`config.mk`:
```
export PLATFORM = sky130hd
export DESIGN_NAME = alu_sequencer
export DESIGN_NICKNAME = d
export VERILOG_FILES = /design/src/rtl/alu_sequencer.sv
export SDC_FILE = /design/constraint.sdc
export NUM_CORES = 1
export LEC_CHECK = 0
export CORE_UTILIZATION = 33
export DETAILED_ROUTE_END_ITERATION = 10
export GPL_ROUTABILITY_DRIVEN = 0
export GPL_TIMING_DRIVEN = 0
export SYNTH_ARGS = -nofsm -noshare
export SYNTH_HDL_FRONTEND = slang
export SYNTH_SLANG_ARGS = --single-unit
```
`constraint.sdc`:
```
create_clock -name clk -period 3.3 [get_ports clk]
set_input_delay 0.66 -clock clk [delete_from_list [all_inputs] [get_ports clk]]
set_output_delay 0.66 -clock clk [all_outputs]
set_load 0.03 [all_outputs]
```
`src/rtl/alu_sequencer.sv`:
```
// Self-sequenced ALU with register file and flags: accepts one instruction per handshake,
// then runs read -> execute -> writeback on its own and retires with a done pulse.
module alu_sequencer #(
    parameter  int WIDTH     = 16,
    parameter  int REG_COUNT = 16,
    parameter  int IMM_WIDTH = 8,
    localparam int AW        = $clog2(REG_COUNT)
) (
    input  logic                 clk,
    input  logic                 reset,
    input  logic                 req_valid,
    output logic                 req_ready,
    input  logic [3:0]           req_op,
    input  logic [AW-1:0]        req_src,
    input  logic [AW-1:0]        req_dst,
    input  logic                 req_imm_en,
    input  logic [IMM_WIDTH-1:0] req_imm,
    output logic                 done,
    output logic                 err,
    output logic [WIDTH-1:0]     result,
    output logic                 carry,
    output logic                 low,
    output logic                 flag,
    output logic                 zero,
    output logic                 negative,
    input  logic [AW-1:0]        dbg_addr,
    output logic [WIDTH-1:0]     dbg_data
);
    localparam int SW = $clog2(WIDTH);

    localparam logic [3:0] OP_ADD  = 4'd0;
    localparam logic [3:0] OP_ADDC = 4'd1;
    localparam logic [3:0] OP_SUB  = 4'd2;
    localparam logic [3:0] OP_CMP  = 4'd3;
    localparam logic [3:0] OP_AND  = 4'd4;
    localparam logic [3:0] OP_OR   = 4'd5;
    localparam logic [3:0] OP_XOR  = 4'd6;
    localparam logic [3:0] OP_MOV  = 4'd7;
    localparam logic [3:0] OP_LSL  = 4'd8;
    localparam logic [3:0] OP_LSR  = 4'd9;

    typedef enum logic [1:0] {
        S_IDLE  = 2'd0,
        S_READ  = 2'd1,
        S_EXEC  = 2'd2,
        S_WRITE = 2'd3
    } state_t;

    state_t                 state_q;
    logic                   ready_q, done_q, err_q;
    logic [3:0]             op_q;
    logic [AW-1:0]          src_q, dst_q;
    logic                   imm_en_q;
    logic [IMM_WIDTH-1:0]   imm_q;
    logic [WIDTH-1:0]       a_q, b_q;
    logic [WIDTH-1:0]       rf_q [REG_COUNT];
    logic [WIDTH-1:0]       res_q;
    logic                   c_q, l_q, f_q, z_q, n_q;
    logic [WIDTH-1:0]       ex_res_q, ex_res_d;
    logic                   ex_c_q, ex_l_q, ex_f_q, ex_z_q, ex_n_q;
    logic                   ex_c_d, ex_l_d, ex_f_d, ex_z_d, ex_n_d;
    logic                   ex_wr_q, ex_wr_d, ex_ill_q, ex_ill_d;

    logic [WIDTH-1:0]       imm_sext_s;
    logic                   cin_s;
    logic [WIDTH:0]         sum_s, diff_s;

    assign imm_sext_s = {{(WIDTH-IMM_WIDTH){imm_q[IMM_WIDTH-1]}}, imm_q};
    assign cin_s      = (op_q == OP_ADDC) ? c_q : 1'b0;
    assign sum_s      = {1'b0, a_q} + {1'b0, b_q} + {{WIDTH{1'b0}}, cin_s};
    // diff_s[WIDTH] is the unsigned borrow, i.e. A < B
    assign diff_s     = {1'b0, a_q} - {1'b0, b_q};

    // ALU: next result and next flags; untouched flags default to their current value
    always_comb begin
        ex_res_d = res_q;
        ex_c_d   = c_q;
        ex_l_d   = l_q;
        ex_f_d   = f_q;
        ex_z_d   = z_q;
        ex_n_d   = n_q;
        ex_wr_d  = 1'b1;
        ex_ill_d = 1'b0;
        case (op_q)
            OP_ADD, OP_ADDC: begin
                ex_res_d = sum_s[WIDTH-1:0];
                ex_c_d   = sum_s[WIDTH];
                ex_f_d   = (a_q[WIDTH-1] == b_q[WIDTH-1]) && (sum_s[WIDTH-1] != a_q[WIDTH-1]);
            end
            OP_SUB: begin
                ex_res_d = diff_s[WIDTH-1:0];
                ex_c_d   = diff_s[WIDTH];
                ex_f_d   = (a_q[WIDTH-1] != b_q[WIDTH-1]) && (diff_s[WIDTH-1] != a_q[WIDTH-1]);
            end
            OP_CMP: begin
                ex_res_d = diff_s[WIDTH-1:0];
                ex_wr_d  = 1'b0;
            end
            OP_AND:  ex_res_d = a_q & b_q;
            OP_OR:   ex_res_d = a_q | b_q;
            OP_XOR:  ex_res_d = a_q ^ b_q;
            OP_MOV:  ex_res_d = b_q;
            OP_LSL:  ex_res_d = a_q << b_q[SW-1:0];
            OP_LSR:  ex_res_d = a_q >> b_q[SW-1:0];
            default: begin
                ex_wr_d  = 1'b0;
                ex_ill_d = 1'b1;
            end
        endcase
        if (ex_wr_d) begin
            ex_z_d = (ex_res_d == {WIDTH{1'b0}});
            ex_n_d = ex_res_d[WIDTH-1];
        end else if (op_q == OP_CMP) begin
            ex_z_d = (a_q == b_q);
            ex_l_d = diff_s[WIDTH];
            ex_n_d = $signed(a_q) < $signed(b_q);
        end else begin
            ex_z_d = z_q;
            ex_n_d = n_q;
        end
    end

    // Control FSM with register file, operand/result pipeline and flags register
    always_ff @(posedge clk) begin
        if (reset) begin
            state_q  <= S_IDLE;
            ready_q  <= 1'b1;
            done_q   <= 1'b0;
            err_q    <= 1'b0;
            op_q     <= 4'd0;
            src_q    <= '0;
            dst_q    <= '0;
            imm_en_q <= 1'b0;
            imm_q    <= '0;
            a_q      <= '0;
            b_q      <= '0;
            res_q    <= '0;
            {c_q, l_q, f_q, z_q, n_q} <= 5'b0;
            ex_res_q <= '0;
            {ex_c_q, ex_l_q, ex_f_q, ex_z_q, ex_n_q} <= 5'b0;
            ex_wr_q  <= 1'b0;
            ex_ill_q <= 1'b0;
            for (int i = 0; i < REG_COUNT; i++) begin
                rf_q[i] <= '0;
            end
        end else begin
            done_q <= 1'b0;
            err_q  <= 1'b0;
            case (state_q)
                S_IDLE: begin
                    if (req_valid && ready_q) begin
                        op_q     <= req_op;
                        src_q    <= req_src;
                        dst_q    <= req_dst;
                        imm_en_q <= req_imm_en;
                        imm_q    <= req_imm;
                        ready_q  <= 1'b0;
                        state_q  <= S_READ;
                    end
                end
                S_READ: begin
                    a_q     <= rf_q[dst_q];
                    b_q     <= imm_en_q ? imm_sext_s : rf_q[src_q];
                    state_q <= S_EXEC;
                end
                S_EXEC: begin
                    ex_res_q <= ex_res_d;
                    {ex_c_q, ex_l_q, ex_f_q, ex_z_q, ex_n_q} <= {ex_c_d, ex_l_d, ex_f_d, ex_z_d, ex_n_d};
                    ex_wr_q  <= ex_wr_d;
                    ex_ill_q <= ex_ill_d;
                    state_q  <= S_WRITE;
                end
                S_WRITE: begin
                    if (ex_wr_q) begin
                        rf_q[dst_q] <= ex_res_q;
                    end
                    if (!ex_ill_q) begin
                        res_q <= ex_res_q;
                        {c_q, l_q, f_q, z_q, n_q} <= {ex_c_q, ex_l_q, ex_f_q, ex_z_q, ex_n_q};
                    end
                    done_q  <= 1'b1;
                    err_q   <= ex_ill_q;
                    ready_q <= 1'b1;
                    state_q <= S_IDLE;
                end
                default: begin
                    ready_q <= 1'b1;
                    state_q <= S_IDLE;
                end
            endcase
        end
    end

    assign req_ready = ready_q;
    assign done      = done_q;
    assign err       = err_q;
    assign result    = res_q;
    assign carry     = c_q;
    assign low       = l_q;
    assign flag      = f_q;
    assign zero      = z_q;
    assign negative  = n_q;
    assign dbg_data  = rf_q[dbg_addr];

endmodule

```
* After elaboration in Yosys (flattened, before gate mapping)
Memory sizes are Yosys's and may differ from the RTL's. A register that Yosys moved wholly into a read port is not among the register bits.
Index checks and enable logic that the tools add are counted.
** Storage, ports and cells
- Output and inout bits :: 40
- Input bits :: 28
- Memories kept :: 1
- Memory bits (writable) :: 256
- Register bits after elaboration :: 86
** Operators by class
- Bitwise logic cells :: 5
- Reductions and logical operators :: 16
- Shifts and indexed selects :: 2
- Multiplexer cells :: 29
- $lt $le $gt $ge :: 1
- $add $sub $neg :: 3
- Equality and inequality tests :: 18
** Memory list
- rf_q :: words 16, width 16, read ports 3, clocked after memory_dff 2, write ports 16, line 56 : logic [WIDTH-1:0] rf_q [REG_COUNT];
** Operators with widths (number)
- $pmux 16 s8 :: 1
- $mux 16 :: 2
- $mux 1 :: 18
- $add 16x16->17 :: 1
- $add 17x1->17 :: 1
- $sub 16x16->17 :: 1
- $and 16x16->16 :: 1
- $eq 16x16->1 :: 1
- $eq 4x3->1 const B :: 4
- $logic_not 16->1 :: 1
- $lt 16x16->1 :: 1
- $or 16x16->16 :: 1
- $reduce_or 16->1 :: 1
- $shl 16x4->16 :: 1
- $shr 16x4->16 :: 1
- $xor 16x16->16 :: 1
- $mux 4 :: 3
- $reduce_or 10->1 :: 1
- $reduce_or 9->1 :: 1
- $eq 4x2->1 const B :: 2
- $eq 4x4->1 const B :: 2
- $pmux 2 s4 :: 1
- $pmux 1 s2 :: 3
- $reduce_and 2->1 :: 3
- other kinds (13) :: 21

* Logic depth before layout (Yosys ltp)
- Depth in word-level cells :: 6
- Mapped depth :: 16

* Worst setup path after synthesis
Ideal clock, no wire load.
- Kind :: reg2reg
- From :: register op_q[2]
- To :: register ex_z_q
- Library setup time :: 96 ps
- Setup slack :: -332 ps
- Cell stages (with the launch flop) :: 17
- Clock period less this slack :: 3632 ps
- Arrival time :: 3536 ps
- Cell sequence :: dfxtp_1 buf_2 buf_1 nor3_1 nand3_1 fa_1 inv_1 fa_1 nor2b_1 o22a_1 o22ai_1 o41ai_1 o22a_1 nor3_1 and4bb_1 nand4b_1 o41ai_2
** Between the ends
- Word-level cells in the longest chain between the ends :: 6
** RTL lines
- start, declared :: line 51 : logic [3:0] op_q;
- start signal, assigned :: line 152 : op_q <= req_op;
- $eq 4x1->1 :: line 69, 84
- $mux 1 :: line 69 : assign cin_s = (op_q == OP_ADDC) ? c_q : 1'b0;
- $add 17x1->17 :: line 70 : assign sum_s = {1'b0, a_q} + {1'b0, b_q} + {{WIDTH{1'b0}}, cin_s};
- $pmux 16 s8 :: line 84 : case (op_q)
- $logic_not 16->1 :: line 111 : ex_z_d = (ex_res_d == {WIDTH{1'b0}});
- $mux 1 * :: line 110 : if (ex_wr_d) begin
- end signal, assigned :: line 168 : {ex_c_q, ex_l_q, ex_f_q, ex_z_q, ex_n_q} <= {ex_c_d, ex_l_d, ex_f_d, ex_z_d, ex_n_d};
- end, declared :: line 60 : logic ex_c_q, ex_l_q, ex_f_q, ex_z_q, ex_n_q;
Mark *: on every way between the ends. The rest lies on a longest branch, timed or not.
A chain may end at the register's enable or synchronous reset.

* Final worst setup path
- From :: register op_q[0]
- To :: register ex_z_q
Same word-level chain as after synthesis.

==> metrics.yaml <==
clock_tree:
  cts_made_buffers: 40
  clk_path_buf_depth: 3
  path_clk_slew_ps: 70
  cts_hold_buf: 0
  root_buffer: "clkbuf_16"
  clock-sinks: 362
  cts_max_level: 2
  clk-insertion-delay-late_ps: 600
  cts_tree: "done"
synth:
  syn-num-nets: 2064
  yosys.area.top_type_share_pct: 32.5
  synth-simple-area-share_pct: 14.9
  syn_inst: 1979
  synth_top_family_by_area: "multiplexers"
  ys_seq_elements: 362
  syn_area_per_cell_um2: 12.0
  synth_area_leader_cell: "edfxtp_1"
  yosysWarningCount: 0
  yosysSeqAreaShare_pct: 41.4
  yosys.cell_types.count: 79
  synth_mux_area_share_pct: 27.5
  synth_fa_ha_area_share_pct: 3.11
  async_flop_share_pct: 0
  synth-edff-count: 256
  syn-cell-area_um2: 23700
  synth_ff_type: "edfxtp_1"
  synth_compound_area_share_pct: 8.55
  synth-xor-area-share_pct: 0.444
  ys_top_cells_by_area: "edfxtp_1, mux4_2, dfxtp_1"
cells_and_area:
  area_delta_synth_final_pct: 17.5
  nNetsFinal: 2200
  fillers: 6659
  final_common_cell: "mux4_2"
  multi_input_area_um2: 13400
  regArea_um2: 9840
  layout-drive-gt1-share_pct: 25.8
  fin_util_pct: 39.5
  final_cell_mix: "mux4_2, edfxtp_1, and2_1"
placed_design:
  dp_slack_ps: -1150
  place_hpwl_um: 64700
  io_buffers: 62
floorplan:
  core-area_um2: 70500
  num_rows: 97
  initial_core_util_pct: 33.6
  die_h_um: 270
  fp.dieArea_um2: 72800
  io_pins: 68
  die_w_um: 270
pwr:
  power_density_nw_per_um2: 691
  p_leak_nw: 9.41
  vdd_drop_max_mv: 0.385
outcome:
  outcome: "complete, but fails checks"
  failed_checks: "negative setup slack"
routing:
  firstDrtPassIters: 6
  dr_total_vias: 18530
  via_per_inst: 6.01
  drc_errors: 0
  ant_nets: 0
  wl_um: 83100
  wl_per_cell_um: 26.9
  drt_iter0_markers: 2690
worst_setup_path:
  cp.arrival_ps: 4120
  cp-start-kind: "register"
  endpoint_kind: "register"
  cp_max_fo: 8
  cp.required_ps: 3800
  path_class: "register to register"
timing:
  clock.fmax_mhz: 276
  finalCritPeriodShare_pct: 110
  tightestPinTransition_ps: 1160
  setup_viol: 5
  slew_headroom_pct: 22.8
  fin_skew_ps: 32.8
  finalHoldViolCount: 0
  rsz0062_at_grt: "true"
  drv_slew: 0
  fin_ws_ps: -321
  post-route-min-period_ps: 3620
global_route:
  grt_pass1_wl_um: 120000
  first_global_vias: 17920
  grt_max_degree: 21
  grt.overflow.total: 0
  grtUsageTotal_pct: 22.3
  antenna_found_initial: 0
job:
  max-cap-violations: 0
hold_path:
  hp-class: "register to register"
[path summary, 6_finish.rpt]
| check | to | slack [ps] | start | depth (start not counted) |
|---|---|---|---|---|
| setup reg to reg | ex_z_q | -320 | op_q[0] | 16 |
| hold / removal | imm_q[3] | 460 | imm_q[3] | 2 |
| setup / recovery | ex_z_q | -320 | op_q[0] | 16 |
| hold reg to reg | imm_q[3] | 460 | imm_q[3] | 2 |
[cell usage after synthesis, drive strengths merged (5+ instances only)]
| master | count |
|---|---|
| a2111oi | 5 |
| a211o | 5 |
| a211oi | 28 |
| a21o | 11 |
| a21oi | 113 |
| a311oi | 10 |
| a31oi | 6 |
| and2 | 246 |
| buf | 66 |
| clkbuf | 114 |
| dfxtp | 106 |
| edfxtp | 256 |
| ha | 54 |
| inv | 57 |
| mux2 | 13 |
| mux2i | 53 |
| mux4 | 259 |
| nand2 | 145 |
| nand2b | 19 |
| nand3 | 18 |
| nor2 | 138 |
| nor2b | 19 |
| nor3 | 40 |
| nor4 | 12 |
| o211ai | 7 |
| o21ai | 30 |
| o221ai | 9 |
| o22a | 8 |
| o22ai | 13 |
| o31ai | 7 |
| o32ai | 5 |
| or2 | 22 |
| xnor2 | 8 |
[per-stage QoR]
| stage | power (mW) | TNS (ps) | cell area [um^2] | hold WS, ps | cells |
|---|---|---|---|---|---|
| after floorplan | 10.8 | -26.5 | 23700 | 432 | 1979 |
| after global placement | 13.2 | -176350 | 25500 | 443 | 2981 |
| after detailed placement | 13.3 | -214440 | 25500 | 448 | 2981 |
| after CTS | 18.6 | -330 | 27400 | 457 | 3068 |
| after global routing | 19.8 | -1070 | 27800 | 477 | 3084 |
| final | 19.2 | -512 | 27800 | 456 | 3085 |
[repair_timing]
item / CTS / global route
endpoints found under the setup margin: 192 / 279
pin swaps: 25 / 34
buffers inserted: 20 / 20
gates resized for setup: 151 / 91
[kinds of logic after synthesis]
group,count (synthesis)
DFF,362
muxes,325
AOI/OAI and AO/OA,302
and+or+nand+nor,683
adders and majority gates,57
xor gates and xnor gates,12
buffers and inverters,238
[worst max-delay path, cell delays in order (launching register included)]
cell and delay (ps):
dfxtp_2 320, buf_6 120, buf_12 130, clkbuf_16 160, nand3_4 70, fa_2 230
inv_2 50, fa_2 360, a21o_1 240, a21oi_1 190, xor2_1 170, o22ai_1 150
o32a_1 450, nor3_4 250, and4bb_1 220, nand4b_1 130, o41ai_2 280
[sequential cells by signal (all words and copies together), names as in the netlist, 2 cells and up, named ones only]
| name | flops |
|---|---|
| a_q | 16 |
| b_q | 16 |
| dst_q | 4 |
| ex_res_q | 16 |
| imm_q | 8 |
| op_q | 4 |
| result | 16 |
| rf_q | 256 |
| src_q | 4 |
| state_q | 2 |
[layout make-up]
class	count	area share [%]
antenna	1	0.00899
buffer	173	3.52
clock buffer	48	3.78
clock inverter	23	0.908
inverter	58	0.841
multi-input combinational	1379	48.1
sequential	362	35.4
tap	940	4.23
timing repair buffer	101	3.22
[layer usage]
metal	track usage, %	vias to the layer above	share of wire, %
met4	8.18	0	3.9
met2	36.6	1221	47
met5	0	-	0
met1	28.9	9276	38
met3	4.67	242	11
li1	-	7791	-
[report_power, final]
group | switching, mW | internal, mW | leakage (nW) | total [mW]
logic | 5.15 | 3.60 | 5.26 | 8.75
clock network | 2.01 | 2.61 | 0.636 | 4.62
registers | 0.609 | 5.24 | 3.51 | 5.85
total | 7.77 | 11.5 | 9.41 | 19.2
No activity file was read; power rests on OpenSTA's default activity.
